==> src/rtl/uart_fifo_tx.sv <==
// 8N1/8N2 UART transmitter that pops bytes from a FIFO read port and drives the tx pin; tx falls 2 cycles after IDLE accepts a byte.
// Defining UART_FIFO_TX_PARITY_EN adds one even-parity bit after the data bits; undefined gives plain 8N1/8N2 frames.
module uart_fifo_tx #(
  parameter int CLK_HZ    = 50000000,
  parameter int BAUD      = 115200,
  parameter int DATA_BITS = 8,
  parameter int STOP_BITS = 1
) (
  input  logic                 clk1_50,
  input  logic                 rst_,
  input  logic                 en,
  input  logic                 fifo_empty,
  output logic                 fifo_re,
  input  logic [DATA_BITS-1:0] fifo_dout,
  output logic                 tx,
  output logic                 busy
);

  localparam int CLKS_PER_BIT = CLK_HZ / BAUD;
  localparam int BW = $clog2(CLKS_PER_BIT);
  localparam int CW = $clog2(DATA_BITS + 1);
  localparam logic [BW-1:0] BAUD_RELOAD = BW'(CLKS_PER_BIT - 1);
  localparam logic [CW-1:0] LAST_DATA   = CW'(DATA_BITS - 1);
  localparam logic [CW-1:0] LAST_STOP   = CW'(STOP_BITS - 1);

  typedef enum logic [2:0] {
    IDLE,
    FETCH,
    LATCH,
    START,
    DATA,
`ifdef UART_FIFO_TX_PARITY_EN
    PARITY,
`endif
    STOP
  } state_t;

  state_t               state_q;
  logic                 tx_q;
  logic                 fifo_re_q;
  logic [CW-1:0]        bit_q;
  logic [BW-1:0]        baud_q;
  logic [DATA_BITS-1:0] shreg_q;
`ifdef UART_FIFO_TX_PARITY_EN
  logic                 par_q;
`endif

  logic start_ok;
  logic baud_zero;

  assign start_ok  = en && !fifo_empty;
  assign baud_zero = (baud_q == '0);

  always_ff @(posedge clk1_50 or negedge rst_) begin
    if (!rst_) begin
      state_q   <= IDLE;
      tx_q      <= 1'b1;
      fifo_re_q <= 1'b0;
      bit_q     <= '0;
      baud_q    <= '0;
      shreg_q   <= '0;
`ifdef UART_FIFO_TX_PARITY_EN
      par_q     <= 1'b0;
`endif
    end else begin
      fifo_re_q <= 1'b0;
      case (state_q)
        IDLE: begin
          if (start_ok) begin
            state_q   <= FETCH;
            fifo_re_q <= 1'b1;
          end
        end
        FETCH: state_q <= LATCH;
        LATCH: begin
          shreg_q <= fifo_dout;
          baud_q  <= BAUD_RELOAD;
          tx_q    <= 1'b0;
          state_q <= START;
`ifdef UART_FIFO_TX_PARITY_EN
          par_q   <= ^fifo_dout;
`endif
        end
        START: begin
          if (baud_zero) begin
            baud_q  <= BAUD_RELOAD;
            bit_q   <= '0;
            tx_q    <= shreg_q[0];
            shreg_q <= shreg_q >> 1;
            state_q <= DATA;
          end else begin
            baud_q <= baud_q - 1'b1;
          end
        end
        DATA: begin
          if (baud_zero) begin
            baud_q <= BAUD_RELOAD;
            if (bit_q == LAST_DATA) begin
              bit_q   <= '0;
`ifdef UART_FIFO_TX_PARITY_EN
              tx_q    <= par_q;
              state_q <= PARITY;
`else
              tx_q    <= 1'b1;
              state_q <= STOP;
`endif
            end else begin
              bit_q   <= bit_q + 1'b1;
              tx_q    <= shreg_q[0];
              shreg_q <= shreg_q >> 1;
            end
          end else begin
            baud_q <= baud_q - 1'b1;
          end
        end
`ifdef UART_FIFO_TX_PARITY_EN
        PARITY: begin
          if (baud_zero) begin
            baud_q  <= BAUD_RELOAD;
            bit_q   <= '0;
            tx_q    <= 1'b1;
            state_q <= STOP;
          end else begin
            baud_q <= baud_q - 1'b1;
          end
        end
`endif
        STOP: begin
          if (baud_zero) begin
            if (bit_q == LAST_STOP) begin
              bit_q <= '0;
              // The last stop edge doubles as the IDLE decision so back-to-back frames gap by FETCH+LATCH only.
              if (start_ok) begin
                state_q   <= FETCH;
                fifo_re_q <= 1'b1;
              end else begin
                state_q <= IDLE;
              end
            end else begin
              bit_q  <= bit_q + 1'b1;
              baud_q <= BAUD_RELOAD;
            end
          end else begin
            baud_q <= baud_q - 1'b1;
          end
        end
        default: state_q <= IDLE;
      endcase
    end
  end

  assign fifo_re = fifo_re_q;
  assign tx      = tx_q;
  assign busy    = (state_q != IDLE);

endmodule

==> config.mk <==
export PLATFORM = sky130hd
export DESIGN_NAME = uart_fifo_tx
export DESIGN_NICKNAME = d
export VERILOG_FILES = /design/src/rtl/uart_fifo_tx.sv
export SDC_FILE = /design/constraint.sdc
export NUM_CORES = 1
export LEC_CHECK = 0
export BUFFER_PORTS_ARGS = -buffer_cell sky130_fd_sc_hd__buf_2
export CAP_MARGIN = 20
export CORE_ASPECT_RATIO = 0.5
export CORE_UTILIZATION = 50
export CTS_CLUSTER_SIZE = 14
export DETAILED_ROUTE_END_ITERATION = 12
export GPL_ROUTABILITY_DRIVEN = 0
export GPL_TIMING_DRIVEN = 0
export PLACE_DENSITY = 0.69
export SYNTH_ARGS = -nofsm -noshare
export SYNTH_HDL_FRONTEND = slang
export SYNTH_SLANG_ARGS = --single-unit
==> constraint.sdc <==
create_clock -name clk1_50 -period 2 [get_ports clk1_50]
set_input_delay 0.4 -clock clk1_50 [delete_from_list [all_inputs] [get_ports clk1_50]]
set_output_delay 0.4 -clock clk1_50 [all_outputs]
set_load 0.01 [all_outputs]
Yosys cells after proc, flatten, opt, wreduce, memory -nomap -nowiden --
Index checks and enable logic that the tools add are counted.
Word-level totals: bits in registers 26, input bits 12, output and inout port bits 3
Cells by class: equal/unequal tests 14, reductions and logical operators 15, $add $sub $neg 2, multiplexer cells 30
Operator list (number):
- $mux W9 | 3
- $pmux W9 S3 | 1
- $mux W8 | 3
- $pmux W8 S3 | 1
- $mux W4 | 5
- $mux W3 | 6
- $pmux W3 S6 | 1
- $ne A2 B2 Y1 const B | 7
- $pmux W4 S3 | 1
- $reduce_bool A3 Y1 | 4
- $logic_not A9 Y1 | 1
- $sub A9 B1 Y9 const B | 1
- $reduce_and A4 Y1 | 2
- $mux W1 | 7
- $eq A3 B2 Y1 const B | 2
- $eq A3 B3 Y1 const B | 2
- $reduce_and A6 Y1 | 1
- $add A4 B1 Y4 const B | 1
- $eq A4 B3 Y1 const B | 1
- $logic_not A4 Y1 | 1
- $eq A3 B1 Y1 const B | 1
- $logic_not A3 Y1 | 1
- $ne A3 B3 Y1 const B | 1
- $pmux W1 S3 | 1
- other kinds (6) | 6

Depth between registers and ports, before layout --
depth in word-level cells 6, gate-level depth with buffers 6

Least setup slack after synthesis --
Ideal clock, no wire load.
path type register to register, from register state_q[0], to register shreg_q[0], arrival time 1.707 ns, data required time 1.875 ns, setup slack 0.169 ns, stages on the path, launching flop included 7, period minus slack after synthesis 1.831 ns, cells stage by stage dfrtp_1 buf_2 and3b_1 buf_2 a21oi_2 mux2_2 mux2_2
Between the ends: longest elaborated chain between the ends 3
Ends and longest elaborated chain:
- start: declaration | RTL line 38 | state_t state_q;
- start signal: assignment | RTL line 56 | state_q <= IDLE;
- start signal: assignment | RTL line 70 | state_q <= FETCH;
- start signal: assignment | RTL line 74 | FETCH: state_q <= LATCH;
- $eq A3 B3 Y1 / $eq A3 B2 Y1 (equally long branches) | RTL line 67 | case (state_q)
- $ne A2 B2 Y1 (no line) / $reduce_bool A3 Y1 (equally long branches)
- $reduce_and A4 Y1 (no line)
- end signal: assignment | RTL line 76 | shreg_q <= fifo_dout;
- end signal: assignment | RTL line 89 | shreg_q <= shreg_q >> 1;
- end signal: assignment | RTL line 110 | shreg_q <= shreg_q >> 1;
- end: declaration | RTL line 43 | logic [DATA_BITS-1:0] shreg_q;
Several ways; a longest one is shown, not always the timed one. A chain may end at the register's enable or synchronous reset.

Worst setup path after layout --
from register bit_q[0], to register baud_q[6]
Between the ends: longest elaborated chain between the ends 3
Ends and longest elaborated chain:
- start: declaration | RTL line 41 | logic [CW-1:0] bit_q;
- start signal: assignment | RTL line 108 | bit_q <= bit_q + 1'b1;
- start signal: assignment | RTL line 140 | bit_q <= bit_q + 1'b1;
- $logic_not A4 Y1 | RTL line 130 | if (bit_q == LAST_STOP) begin
- $ne A3 B3 Y1 (no line)
- $reduce_and A2 Y1 (no line)
- end signal: assignment | RTL line 92 | baud_q <= baud_q - 1'b1;
- end signal: assignment | RTL line 113 | baud_q <= baud_q - 1'b1;
- end signal: assignment | RTL line 144 | baud_q <= baud_q - 1'b1;
- end: declaration | RTL line 42 | logic [BW-1:0] baud_q;
Every way passes these cells.

==> impl_metrics.tcl <==
set metrics [dict create \
    final_layout_size_suffix_gt1_share_pct 38.51 \
    p_comb_share_pct 3.6 \
    synth.most_common_cell "dfrtp_1" \
    worstPathArrival_ps 2110 \
    grt_pass1_vias 1011 \
    synth_top_area_share_pct 41.43 \
    drc 0 \
    crit_buf_inv 1 \
    seq_area_frac_synth_pct 43.16 \
    clk_path_buf_depth 2 \
    synth_top_family_by_area "compound AO/OA/AOI/OAI gates" \
    synth_compound_area_share_pct 20.38 \
    yosys-top-cells-area "dfrtp_1 41%, mux2_2 10%, ha_1 2.5%" \
    die_area_sq_mm 0.003257 \
    synth_nets 153 \
    setup_violations 0 \
    synthMuxAreaShare_pct 11.10 \
    synthCells 138 \
    max-cap-violations 0 \
    syn_area_sq_mm 0.001510 \
    grt_pass1_wl_um 4933 \
    dp.final_hpwl_um 2117 \
    grt_antenna_before_repair 0 \
    power_frac_seq_pct 52.4 \
    timing.fmax_mhz 517.7 \
    crit_path_end_kind "register" \
    p_sw_w 0.0002044 \
    core_sq_mm 0.002733 \
    drt_iter0_markers 36 \
    antenna_left 0 \
    cts-buffers-inserted 3 \
    seq_area_sq_um 651.9 \
    holdWs_ps 115.1 \
    crit_chain "inv_1 -> ha_1 -> and4bb_2 -> a41oi_1 -> nor2_2 -> a22o_2" \
    synthTopCellsByCount "25 x dfrtp_1, 14 x mux2_2, 8 x nor2_1" \
    grt.total_usage_pct 21.33 \
    die_w_um 79.72 \
    area_growth_pct 19.55 \
    place_ws_ps -133.5 \
    synthAdderAreaFrac_pct 2.486 \
    slowest_stage "a41oi_1" \
    nNetsFinal 177 \
    rsz0062_at_grt "true" \
    place_area_sq_mm 0.001627 \
    crit_fanout 6 \
    routedWlPerCell_um 15.60 \
    cts_tree "done" \
    start_util_pct 55.27 \
    n_antenna_cell 0 \
    grt-ovfl-total 0 \
    io_pins 15 \
    power_density_mw_per_mm2 568.0 \
    p_int_w 0.0008211 \
    max_slew_margin_pct 59.94 \
    htreeDepth 1 \
    cp_slowest_stage_delay_ps 460 \
    timing.final.ws_setup_ps 68.26 \
    hp-class "in2async" \
    path_clk_slew_ps 100 \
    clock-sinks 26 \
    drt_pass1_iterations 4 \
    clock_skew_ps 4.280 \
    root_buffer "clkbuf_8" \
    multiInputGateArea_sq_um 850.8 \
    yosysTopAreaCell "dfrtp_1" \
    ys_seq_elements 26 \
    syn_area_per_cell_sq_um 10.94 \
    ys.flop_type "dfrtp_1" \
    start_kind "register" \
    synth_edf_count 0 \
    synthSimpleGateAreaFrac_pct 17.81 \
    clkLatencyLatePin_ps 280 \
    synth_xor_area_share_pct 1.160 \
    totalWireLength_um 3089 \
    route.vias.total 1134 \
    yosys_warnings 0 \
    port_buffers 14 \
    fin_crit_ps 1932 \
    sw_frac_of_total_pct 19.93 \
    clkPwrFrac_pct 43.9 \
    cp.required_ps 2180 \
    via_per_inst 5.727 \
    status "completed" \
    hold_viol_final 0 \
    num_rows 13 \
    leakagePower_nw 0.7077 \
    tightest_slew_ps 600.9 \
    finalMaxSlewViolations 0 \
    critPathKind "reg2reg" \
    stdcell_area_sq_mm 0.001805 \
    grt_max_degree 27 \
    die_h_um 40.86 \
    fillers 226 \
    yosysUniqueCellTypes 52 \
    crit_family "compound AO/OA/AOI/OAI gates" \
    fin_crit_sh_pct 96.59 \
    async_reset_ff_share_pct 100.0 \
    peakVddDrop_v 0.0003382 \
]
## state kept, by name, summed over array words and instances (netlist names)
signal / cells
tx: 1
state_q: 3
bit_q: 4
shreg_q: 8
baud_q: 9
fifo_re: 1
## cells by family after synthesis
group / count (synthesis)
AND/OR/NAND/NOR: 45
adder cells (fa/ha/maj): 3
multiplexers: 15
XOR/XNOR: 2
AO/OA/AOI/OAI: 35
buffers and inverters: 12
flip-flops: 26
## worst reg2reg max path, stage by stage (launching register included)
cell and delay (ps):
dfrtp_1 400, inv_1 60, ha_1 190, and4bb_2 270
a41oi_1 460, nor2_2 160, a22o_2 290
## final cells by class
cell class                 count  area share (%)
tap                           37           2.564
clock buffer                   3           2.287
clock inverter                 1           1.663
timing repair buffer          18           6.930
sequential                    26           36.11
inverter                       7           1.455
buffer                         5           1.871
multi-input combinational    101           47.12
## power groups by stage
stage	sequential (W)	clock (W)	combinational [W]
finish	0.000538	0.000450	0.0000374
CTS	0.000538	0.000455	0.0000389
detailed placement	0.000548	0	0.0000386
floorplan	0.000547	0	0.0000149
global placement	0.000547	0	0.0000363
global route	0.000539	0.000475	0.0000426
## repair_timing
item / in CTS / in global routing
cloned: 0 / 1
setup buffers: 1 / 3
setup endpoints to repair: 13 / 18
resized for setup: 3 / 7
pin swaps: 2 / 4
hold buffers: 0 / 0
## routing by layer
| layer | up-vias | track usage [%] | share of wire, % |
|---|---|---|---|
| met1 | 549 | 28.88 | 53 |
| li1 | 567 | - | - |
| met4 | 0 | 5.455 | 0.94 |
| met2 | 13 | 33.97 | 42 |
| met5 | - | 0 | 0 |
| met3 | 5 | 6.444 | 3.4 |
## stage by stage
step / std cells / total power (W) / util, % / setup TNS [ps]
after floorplan: 138 / 0.0005616 / - / 0
after CTS: 194 / 0.001032 / 63.55 / 0
final: 198 / 0.001025 / 66.07 / 0
after global placement: 189 / 0.0005837 / 59.52 / -595.9
after global routing: 198 / 0.001057 / 66.07 / -43.36
after detailed placement: 189 / 0.0005868 / 59.52 / -886.5
## cell usage in the layout (no fill, tap or decap), types with 2 or more instances in the layout
cell / synthesis / routed
or3_1: 3 / 3
o31ai_1: 2 / 2
inv_1: 7 / 7
buf_4: 1 / 3
a22o_2: 2 / 2
buf_2: 2 / 16
a21oi_1: 3 / 3
nand2_1: 6 / 6
o41ai_1: 2 / 2
and3_1: 2 / 2
nor2_2: 0 / 2
nor4b_1: 2 / 2
buf_12: 0 / 2
nand2b_1: 3 / 3
nand3_1: 4 / 3
mux2_2: 14 / 14
dfrtp_1: 25 / 25
xnor2_1: 2 / 2
o21ai_0: 7 / 7
ha_1: 3 / 2
a22oi_1: 2 / 2
clkbuf_8: 0 / 3
a21oi_4: 1 / 2
nor2_1: 8 / 6
nor3_1: 6 / 6
## final timing paths
kind / startpoint / endpoint / slack, ps / cells after the start
setup / recovery: bit_q[0] / baud_q[6] / 70 / 6
max in group asynchronous: rst_ / shreg_q[7] / 1500 / 1
hold reg to reg: shreg_q[1] / shreg_q[1] / 510 / 1
setup reg to reg: bit_q[0] / baud_q[6] / 70 / 6
min in group clk1_50: fifo_dout[7] / shreg_q[7] / 360 / 3
hold / removal: rst_ / state_q[0] / 120 / 1
Note: power is estimated with default switching activity, not from simulation.
